--- src/rtl/muldiv_unit.sv ---
// muldiv_unit: radix-2 iterative RV32M mul/div unit; define MULDIV_FAST_MUL_EN for single-cycle multiplies
module muldiv_unit #(
  parameter int XLEN = 32
) (
  input  logic            clk,
  input  logic            rst,
  input  logic            in_valid,
  output logic            in_ready,
  input  logic [2:0]      op,
  input  logic [XLEN-1:0] src1,
  input  logic [XLEN-1:0] src2,
  input  logic            flush,
  output logic            busy,
  output logic [XLEN-1:0] result,
  output logic            result_valid,
  output logic            zero
);
  localparam int CW = $clog2(XLEN);
  typedef enum logic [1:0] {IDLE, CALC, DONE} state_t;
  state_t st, nx;
  logic [2:0] op_q;
  logic neg_q, neg_in, s1, s2, special, fast, quick, accept, last, ge;
  logic [CW-1:0] cnt;
  logic [XLEN-1:0] d_q, a_in, b_in, spec_val, quick_val, stage, res_q, rem_nx;
  logic [2*XLEN-1:0] acc, acc_nx;
  logic [XLEN:0] top, sh;
  function automatic logic [XLEN-1:0] fix(input logic [2:0] o, input logic n, input logic [2*XLEN-1:0] v);
    logic [2*XLEN-1:0] p;
    logic [XLEN-1:0] f;
    p = n ? -v : v;
    f = o[1] ? v[2*XLEN-1:XLEN] : v[XLEN-1:0];
    return o[2] ? (n ? -f : f) : (o == 3'd0 ? p[XLEN-1:0] : p[2*XLEN-1:XLEN]);
  endfunction
  assign s1 = src1[XLEN-1] && (op == 3'd1 || op == 3'd2 || op == 3'd4 || op == 3'd6);
  assign s2 = src2[XLEN-1] && (op == 3'd1 || op == 3'd4 || op == 3'd6);
  assign a_in = s1 ? -src1 : src1;
  assign b_in = s2 ? -src2 : src2;
  assign neg_in = op == 3'd6 ? s1 : s1 ^ s2;
  assign special = op[2] && (src2 == '0 || (!op[0] && src1 == {1'b1, {(XLEN-1){1'b0}}} && src2 == '1));
  assign spec_val = src2 == '0 ? (op[1] ? src1 : '1) : (op[1] ? '0 : src1);
`ifdef MULDIV_FAST_MUL_EN
  logic [2*XLEN-1:0] prod_in;
  assign prod_in = {{XLEN{1'b0}}, a_in} * {{XLEN{1'b0}}, b_in};
  assign fast = !op[2];
  assign quick_val = special ? spec_val : fix(op, neg_in, prod_in);
`else
  assign fast = 1'b0;
  assign quick_val = spec_val;
`endif
  assign quick = special || fast;
  assign accept = st == IDLE && in_valid && !flush;
  assign last = cnt == CW'(XLEN - 1);
  assign top = {1'b0, acc[2*XLEN-1:XLEN]} + {1'b0, acc[0] ? d_q : {XLEN{1'b0}}};
  assign sh = acc[2*XLEN-1:XLEN-1];
  assign ge = sh >= {1'b0, d_q};
  assign rem_nx = XLEN'(sh - {1'b0, d_q});
  assign acc_nx = op_q[2] ? {ge ? rem_nx : sh[XLEN-1:0], acc[XLEN-2:0], ge} : {top, acc[XLEN-1:1]};
  assign in_ready = st == IDLE;
  assign busy = !in_ready;
  assign result_valid = st == DONE && !flush;
  assign result = result_valid ? stage : res_q;
  assign zero = result == '0;
  always_comb begin
    nx = flush ? IDLE : st == IDLE ? (in_valid ? (quick ? DONE : CALC) : IDLE) : st == CALC ? (last ? DONE : CALC) : IDLE;
  end
  always_ff @(posedge clk) begin
    st <= rst ? IDLE : nx;
  end
  always_ff @(posedge clk) begin
    if (rst) begin
      op_q <= '0;
      neg_q <= 1'b0;
      cnt <= '0;
      d_q <= '0;
      acc <= '0;
      stage <= '0;
      res_q <= '0;
    end else begin
      if (accept) begin
        op_q <= op;
        neg_q <= neg_in;
        cnt <= '0;
        d_q <= op[2] ? b_in : a_in;
        acc <= {{XLEN{1'b0}}, op[2] ? a_in : b_in};
        stage <= quick_val;
      end
      if (st == CALC) begin
        acc <= acc_nx;
        cnt <= cnt + 1'b1;
        if (last) stage <= fix(op_q, neg_q, acc_nx);
      end
      if (result_valid) res_q <= stage;
    end
  end
endmodule

--- config.mk ---
export PLATFORM = sky130hd
export DESIGN_NAME = muldiv_unit
export DESIGN_NICKNAME = d
export VERILOG_FILES = /design/src/rtl/muldiv_unit.sv
export SDC_FILE = /design/constraint.sdc
export NUM_CORES = 1
export LEC_CHECK = 0
export ABC_AREA = 0
export CAP_MARGIN = 10
export CORE_ASPECT_RATIO = 0.8
export CORE_MARGIN = 1
export CORE_UTILIZATION = 35
export DETAILED_ROUTE_END_ITERATION = 8
export GPL_TIMING_DRIVEN = 0
export PLACE_DENSITY_LB_ADDON = 0.05
export SETUP_SLACK_MARGIN = 0.02
export SYNTH_ARGS = -nofsm -noshare
export SYNTH_HDL_FRONTEND = slang
export SYNTH_SLANG_ARGS = --single-unit
--- constraint.sdc ---
create_clock -name clk -period 7.2 [get_ports clk]
set_input_delay 1.44 -clock clk [delete_from_list [all_inputs] [get_ports clk]]
set_output_delay 1.44 -clock clk [all_outputs]
set_load 0.01 [all_outputs]
* Word-level counts from Yosys, hierarchy flattened *
Cells that the tools add are included.

operators by class
  add/sub/neg operators = 7
  order comparisons = 1
  equal/unequal tests = 9
  muxes and demuxes = 29
  bitwise logic cells = 1
  reduce and logical (&&, ||, !) cells = 23

operators by type and width
  cell                    number
  $mux W32                17
  $mux W64                4
  $neg A32 Y32            3
  $eq A32 B32 Y1 const B  2
  $logic_not A32 Y1       2
  $neg A64 Y64            1
  $add A32 B32 Y33        1
  $ge A33 B32 Y1          1
  $sub A32 B32 Y32        1
  $mux W2                 5
  $mux W5                 2
  $logic_and A1 B1 Y1     8
  $eq A3 B3 Y1 const B    2
  $logic_or A1 B1 Y1      6
  $add A5 B1 Y5 const B   1
  $eq A5 B5 Y1 const B    1
  $eq A3 B1 Y1 const B    1
  $eq A3 B2 Y1 const B    1
  $logic_not A1 Y1        3
  $logic_not A3 Y1        1
  $eq A2 B1 Y1 const B    1
  $eq A2 B2 Y1 const B    1
  $logic_not A2 Y1        1
  $reduce_bool A2 Y1      1
  3 further kinds         3

storage, ports and cells
  bits in registers = 171
  bits of input ports = 71
  logic and storage cells = 78

* Longest topological paths before layout *
  word-level depth = 9
  gate-level depth with buffers = 24

* Least setup slack after synthesis *
No wires, ideal clock.

  path kind = reg2reg
  start point = register op_q[2]
  end point = register stage[20]
  arrival time = 5243 ps
  data required time = 7085 ps
  setup slack = 1842 ps
  stages on the path, launching flop included = 20
  buffers on the path = 7
  path through = dfxtp_1 -> clkbuf_1 -> buf_1 -> buf_1 -> clkbuf_1 -> clkbuf_1 -> buf_1 -> clkbuf_1 -> nand2_1 -> o21ai_0 -> ha_1 -> nand4_1 -> nor4_1 -> nand2_1 -> nor4_1 -> and4_1 -> and3_1 -> mux2i_1 -> o21ai_0 -> o21a_1

on the way
  word-level cells in the longest chain between the ends = 7
  elaborated cells on any way between the ends = 11

ends and longest elaborated chain
  item                                      line    source
  from (decl)                               21      logic [2:0] op_q;
  from (signal assigned)                    80      op_q <= op;
  $mux W64                                  57      assign acc_nx = op_q[2] ? {ge ? rem_nx : sh[XLEN-1:0], acc[XLEN-2:0], ge} : {top, acc[XLEN-1:1]};
  $neg A64 Y64 or $mux W32 (tied branches)  30, 31
  $mux W64 or $neg A32 Y32 (tied branches)  30, 32
  $mux W32                                  32      return o[2] ? (n ? -f : f) : (o == 3'd0 ? p[XLEN-1:0] : p[2*XLEN-1:XLEN]);
  $mux W32 *                                32
  $mux W32 *                                90      if (last) stage <= fix(op_q, neg_q, acc_nx);
  $mux W32 *                                87      if (st == CALC) begin
  to (signal assigned)                      85      stage <= quick_val;
  to (signal assigned)                      90
  to (decl)                                 24      logic [XLEN-1:0] d_q, a_in, b_in, spec_val, quick_val, stage, res_q, rem_nx;

Every way passes the cells marked *; elsewhere a longest branch is shown, timed or not.
A chain may end at the register's enable or synchronous reset.

* Worst setup path in the final report *
  start point = register acc[0]
  end point = register stage[21]

on the way
  word-level cells in the longest chain between the ends = 9
  elaborated cells on any way between the ends = 12

ends and longest elaborated chain
  item                                      line    source
  from (decl)                               25      logic [2*XLEN-1:0] acc, acc_nx;
  from (signal assigned)                    84      acc <= {{XLEN{1'b0}}, op[2] ? a_in : b_in};
  from (signal assigned)                    88      acc <= acc_nx;
  $mux W32                                  53      assign top = {1'b0, acc[2*XLEN-1:XLEN]} + {1'b0, acc[0] ? d_q : {XLEN{1'b0}}};
  $add A32 B32 Y33                          53
  $mux W64 *                                57
  $neg A64 Y64 or $mux W32 (tied branches)  30, 31
  $mux W64 or $neg A32 Y32 (tied branches)  30, 32
  $mux W32                                  32
  $mux W32 *                                32
  $mux W32 *                                90
  $mux W32 *                                87

Marked as above.

==> impl_metrics.env <==
export IMPL_synthSimpleGateAreaFrac_pct=26.1
export IMPL_synthMuxAreaShare_pct=6.23
export IMPL_crit_type="reg2reg"
export IMPL_ant_nets=0
export IMPL_synth_compound_area_share_pct=31.2
export IMPL_regArea_mm2=0.00343
export IMPL_holdWs_ns=0.478
export IMPL_grt_use_total_pct=40.3
export IMPL_ys_types=91
export IMPL_wire_per_inst_um=31.4
export IMPL_setup_viol=0
export IMPL_slew_headroom_pct=-10.1
export IMPL_wl_um=110000
export IMPL_ys_seq_area_share_pct=18.7
export IMPL_grt_start_max_net_pins=23
export IMPL_gp_congestion=1.03
export IMPL_crit_arrival_ns=7.43
export IMPL_start_util_pct=35.7
export IMPL_startpoint_type="register"
export IMPL_rows=74
export IMPL_syn_nets=2813
export IMPL_final_period_utilization_pct=98.7
export IMPL_grt_pass1_wl_um=153000
export IMPL_grt_pass1_vias=20600
export IMPL_layout_commonest_cell="nor2_1"
export IMPL_final_cell_mix="308 x nor2_1, 298 x nand2_1, 259 x a21oi_1, 169 x dfxtp_1, 163 x clkbuf_1"
export IMPL_cts_max_level=4
export IMPL_synth_cell_area_mm2=0.0183
export IMPL_diodes=0
export IMPL_power_leakage_nw=7.90
export IMPL_vias=23000
export IMPL_skew_ns=0.0323
export IMPL_post_route_drc_count=0
export IMPL_dp_hpwl_um=91200
export IMPL_fin_nets=2942
export IMPL_cpMaxStageDelayCell="a221oi_1"
export IMPL_grt_ovfl_total=0
export IMPL_synth_xor_xnor_area_share_pct=6.60
export IMPL_finalWorstSetupSlack_ns=0.0929
export IMPL_hold_path_startpoint="cnt[3]$_SDFFE_PP0P_"
export IMPL_power_density_mw_per_mm2=165
export IMPL_ir_drop_mv=0.129
export IMPL_cp_max_fo=10
export IMPL_clk_latency_ns=0.49
export IMPL_rsz0062_at_grt="no"
export IMPL_clkSinkCount=171
export IMPL_firstDrtPassIters=6
export IMPL_drive_gt1_share_pct=5.16
export IMPL_r2r_end="stage[21]$_SDFF_PP0_"
export IMPL_synth_ff_type="dfxtp_1"
export IMPL_drv_cap=0
export IMPL_worst_pin_slew_ns=1.65
export IMPL_dieArea_mm2=0.0532
export IMPL_clk_path_buf_depth=2
export IMPL_drtIter0Drc=3336
export IMPL_synth_edf_count=0
export IMPL_hold_depth=2
export IMPL_crit_required_ns=7.52
export IMPL_port_buffers=103
export IMPL_hold_violations=0
export IMPL_die_height_um=207
export IMPL_hold_class="reg2reg"
export IMPL_yosysWarningCount=0
export IMPL_clk_pin_slew_ns=0.08
export IMPL_cpMostUsedCell="nor3_1"
export IMPL_fillers=5497
export IMPL_ys_seq_elements=171
export IMPL_fmax_mhz=141
export IMPL_violations="max-slew violations"
export IMPL_r2r_slack_ns=0.09
export IMPL_ctsHoldBuffers=0
export IMPL_antenna_found_initial=5
export IMPL_cp_cell_sequence="clkbuf_1 > and2_1 > ha_1 > inv_1 > fa_1 > nand2b_1 > a21o_1 > a31oi_2 > o21ai_0 > xnor2_1 > o22ai_1 > buf_4 > o211ai_1 > or2_2 > or3_1 > nor3_1 > mux2i_1 > a221oi_1 > nor3_1"
export IMPL_endpoint_kind="register"
export IMPL_status="finished with violations"
export IMPL_io_pins=107
export IMPL_ys_async_sr_fraction_pct=0
export IMPL_synth_area_per_cell_um2=6.86
export IMPL_synth_adder_area_share_pct=5.07
export IMPL_rr_worst_depth=19
export IMPL_root_buffer="clkbuf_16"
export IMPL_synthCells=2669
export IMPL_layout_min_cycle_time_ns=7.11
export IMPL_finalMaxSlewViolations=9
export IMPL_syn2layout_area_growth_pct=14.9
export IMPL_place_ws_ns=-2.59
export IMPL_synth_top_family_by_area="compound AO/OA/AOI/OAI gates"
export IMPL_slowest_delay_ns=0.68
export IMPL_hold_end="cnt[3]$_SDFFE_PP0P_"
export IMPL_core_area_mm2=0.0513
export IMPL_cts_tree="built"
export IMPL_numCtsBuffers=17
export IMPL_dieWidth_um=258
export IMPL_r2r_start="acc[0]$_SDFFE_PP0P_"
export IMPL_multiInputGateArea_mm2=0.0139
export IMPL_detail_route_vias_per_cell=6.59
-- metal layers --
layer	vias up	share of wire (%)	global-route usage, %
li1	10100	-	-
met1	11300	44	57.7
met2	1479	38	54.5
met3	207	14	14.0
met4	2	3.7	14.6
met5	-	0.015	0
-- logic make-up after synthesis --
logic type      Yosys count
simple gates           1017
xor+xnor                138
fa+ha+maj                73
flops                   171
buf+inv                 293
compound gates          867
mux                     110
-- power breakdown --
group	total (mW)	switching, mW	internal [mW]
Sequential	1.03	0.0568	0.977
Clock	1.02	0.537	0.488
Combinational	1.40	0.988	0.414
Total	3.46	1.58	1.88
-- registers in the layout, indices dropped and copies added, names as in the netlist --
| name | flops |
|---|---|
| res_q | 32 |
| cnt | 5 |
| neg_q | 1 |
| acc | 64 |
| d_q | 32 |
| op_q | 3 |
| st | 2 |
| stage | 32 |
-- worst max path at each step --
stage	startpoint	endpoint	slack (ns)
2_1_floorplan	op_q[2]$_SDFFE_PP0P_	stage[20]$_SDFF_PP0_	1.84
3_3_place_gp	op_q[2]$_SDFFE_PP0P_	stage[20]$_SDFF_PP0_	-3.61
3_5_place_dp	op_q[2]$_SDFFE_PP0P_	stage[20]$_SDFF_PP0_	-2.59
4_1_cts	d_q[26]$_SDFFE_PP0P_	stage[22]$_SDFF_PP0_	0.03
5_1_grt	d_q[22]$_SDFFE_PP0P_	stage[21]$_SDFF_PP0_	0.03
6_report	acc[0]$_SDFFE_PP0P_	stage[21]$_SDFF_PP0_	0.09
-- cell type report --
cell class                 count  share of cell area, %
multi-input combinational   2205                   66.1
timing repair buffer         113                   5.25
inverter                      97                   1.73
sequential                   171                   16.3
buffer                       193                   3.52
clock buffer                  17                   2.02
clock inverter                15                   1.06
tap                          684                   4.07
-- metrics by stage --
step | power, mW | utilization (%) | instance area, um^2 | setup TNS, ns | instances
global route | 3.55 | 41.0 | 21000 | 0 | 3495
detailed placement | 2.36 | 39.4 | 20200 | -30.66 | 3461
finish | 3.46 | 41.0 | 21000 | 0 | 3495
floorplan | 1.80 | - | 18300 | 0 | 2669
global placement | 2.36 | 39.4 | 20200 | -45.73 | 3456
CTS | 3.38 | 40.9 | 21000 | 0 | 3495
-- worst max-delay path: cells and delay by family, from the launching register on --
family / cells / cell delay [ns]
multiplexers: 1 / 0.17
adder cells (fa/ha/maj): 2 / 0.60
flip-flops: 1 / 0.61
buffers and inverters: 3 / 1.03
AO/OA/AOI/OAI: 6 / 2.40
XOR/XNOR: 1 / 0.19
AND/OR/NAND/NOR: 6 / 1.94
-- repair_timing --
action / in CTS / in global routing
pin swaps: 3 / 2
gates resized for setup: 24 / 11
setup endpoints to repair: 20 / 7
setup buffers: 3 / 1
-- cells in the mapped netlist, types with 8 or more instances --
| cell type | instances | area share (%) |
|---|---|---|
| a211o_1 | 11 | 0.53 |
| a211oi_1 | 70 | 2.9 |
| a21o_1 | 25 | 1.0 |
| a21oi_1 | 259 | 7.1 |
| a221oi_1 | 34 | 1.6 |
| a22oi_1 | 20 | 0.82 |
| a311oi_1 | 8 | 0.38 |
| a31o_2 | 8 | 0.38 |
| a31oi_1 | 45 | 1.5 |
| and2_1 | 49 | 1.7 |
| and3_1 | 17 | 0.58 |
| and4_1 | 8 | 0.38 |
| buf_1 | 23 | 0.47 |
| clkbuf_1 | 170 | 3.5 |
| dfxtp_1 | 171 | 19 |
| ha_1 | 71 | 4.9 |
| inv_1 | 95 | 1.9 |
| mux2_2 | 32 | 2.0 |
| mux2i_1 | 78 | 4.3 |
| nand2_1 | 298 | 6.1 |
| nand2b_1 | 17 | 0.58 |
| nand3_1 | 57 | 1.6 |
| nand4_1 | 53 | 1.8 |
| nor2_1 | 309 | 6.3 |
| nor2b_1 | 18 | 0.62 |
| nor3_1 | 79 | 2.2 |
| nor3b_1 | 10 | 0.41 |
| nor4_1 | 35 | 1.2 |
| o211a_1 | 8 | 0.44 |
| o211ai_1 | 64 | 2.6 |
| o21a_1 | 13 | 0.53 |
| o21ai_0 | 155 | 4.2 |
| o221ai_1 | 8 | 0.38 |
| o22ai_1 | 10 | 0.34 |
| o31ai_1 | 30 | 1.2 |
| or2_2 | 14 | 0.48 |
| or3_1 | 23 | 0.79 |
| or4_1 | 11 | 0.45 |
| xnor2_1 | 76 | 3.6 |
| xor2_1 | 62 | 3.0 |
Note: power is estimated with default switching activity, not from simulation.
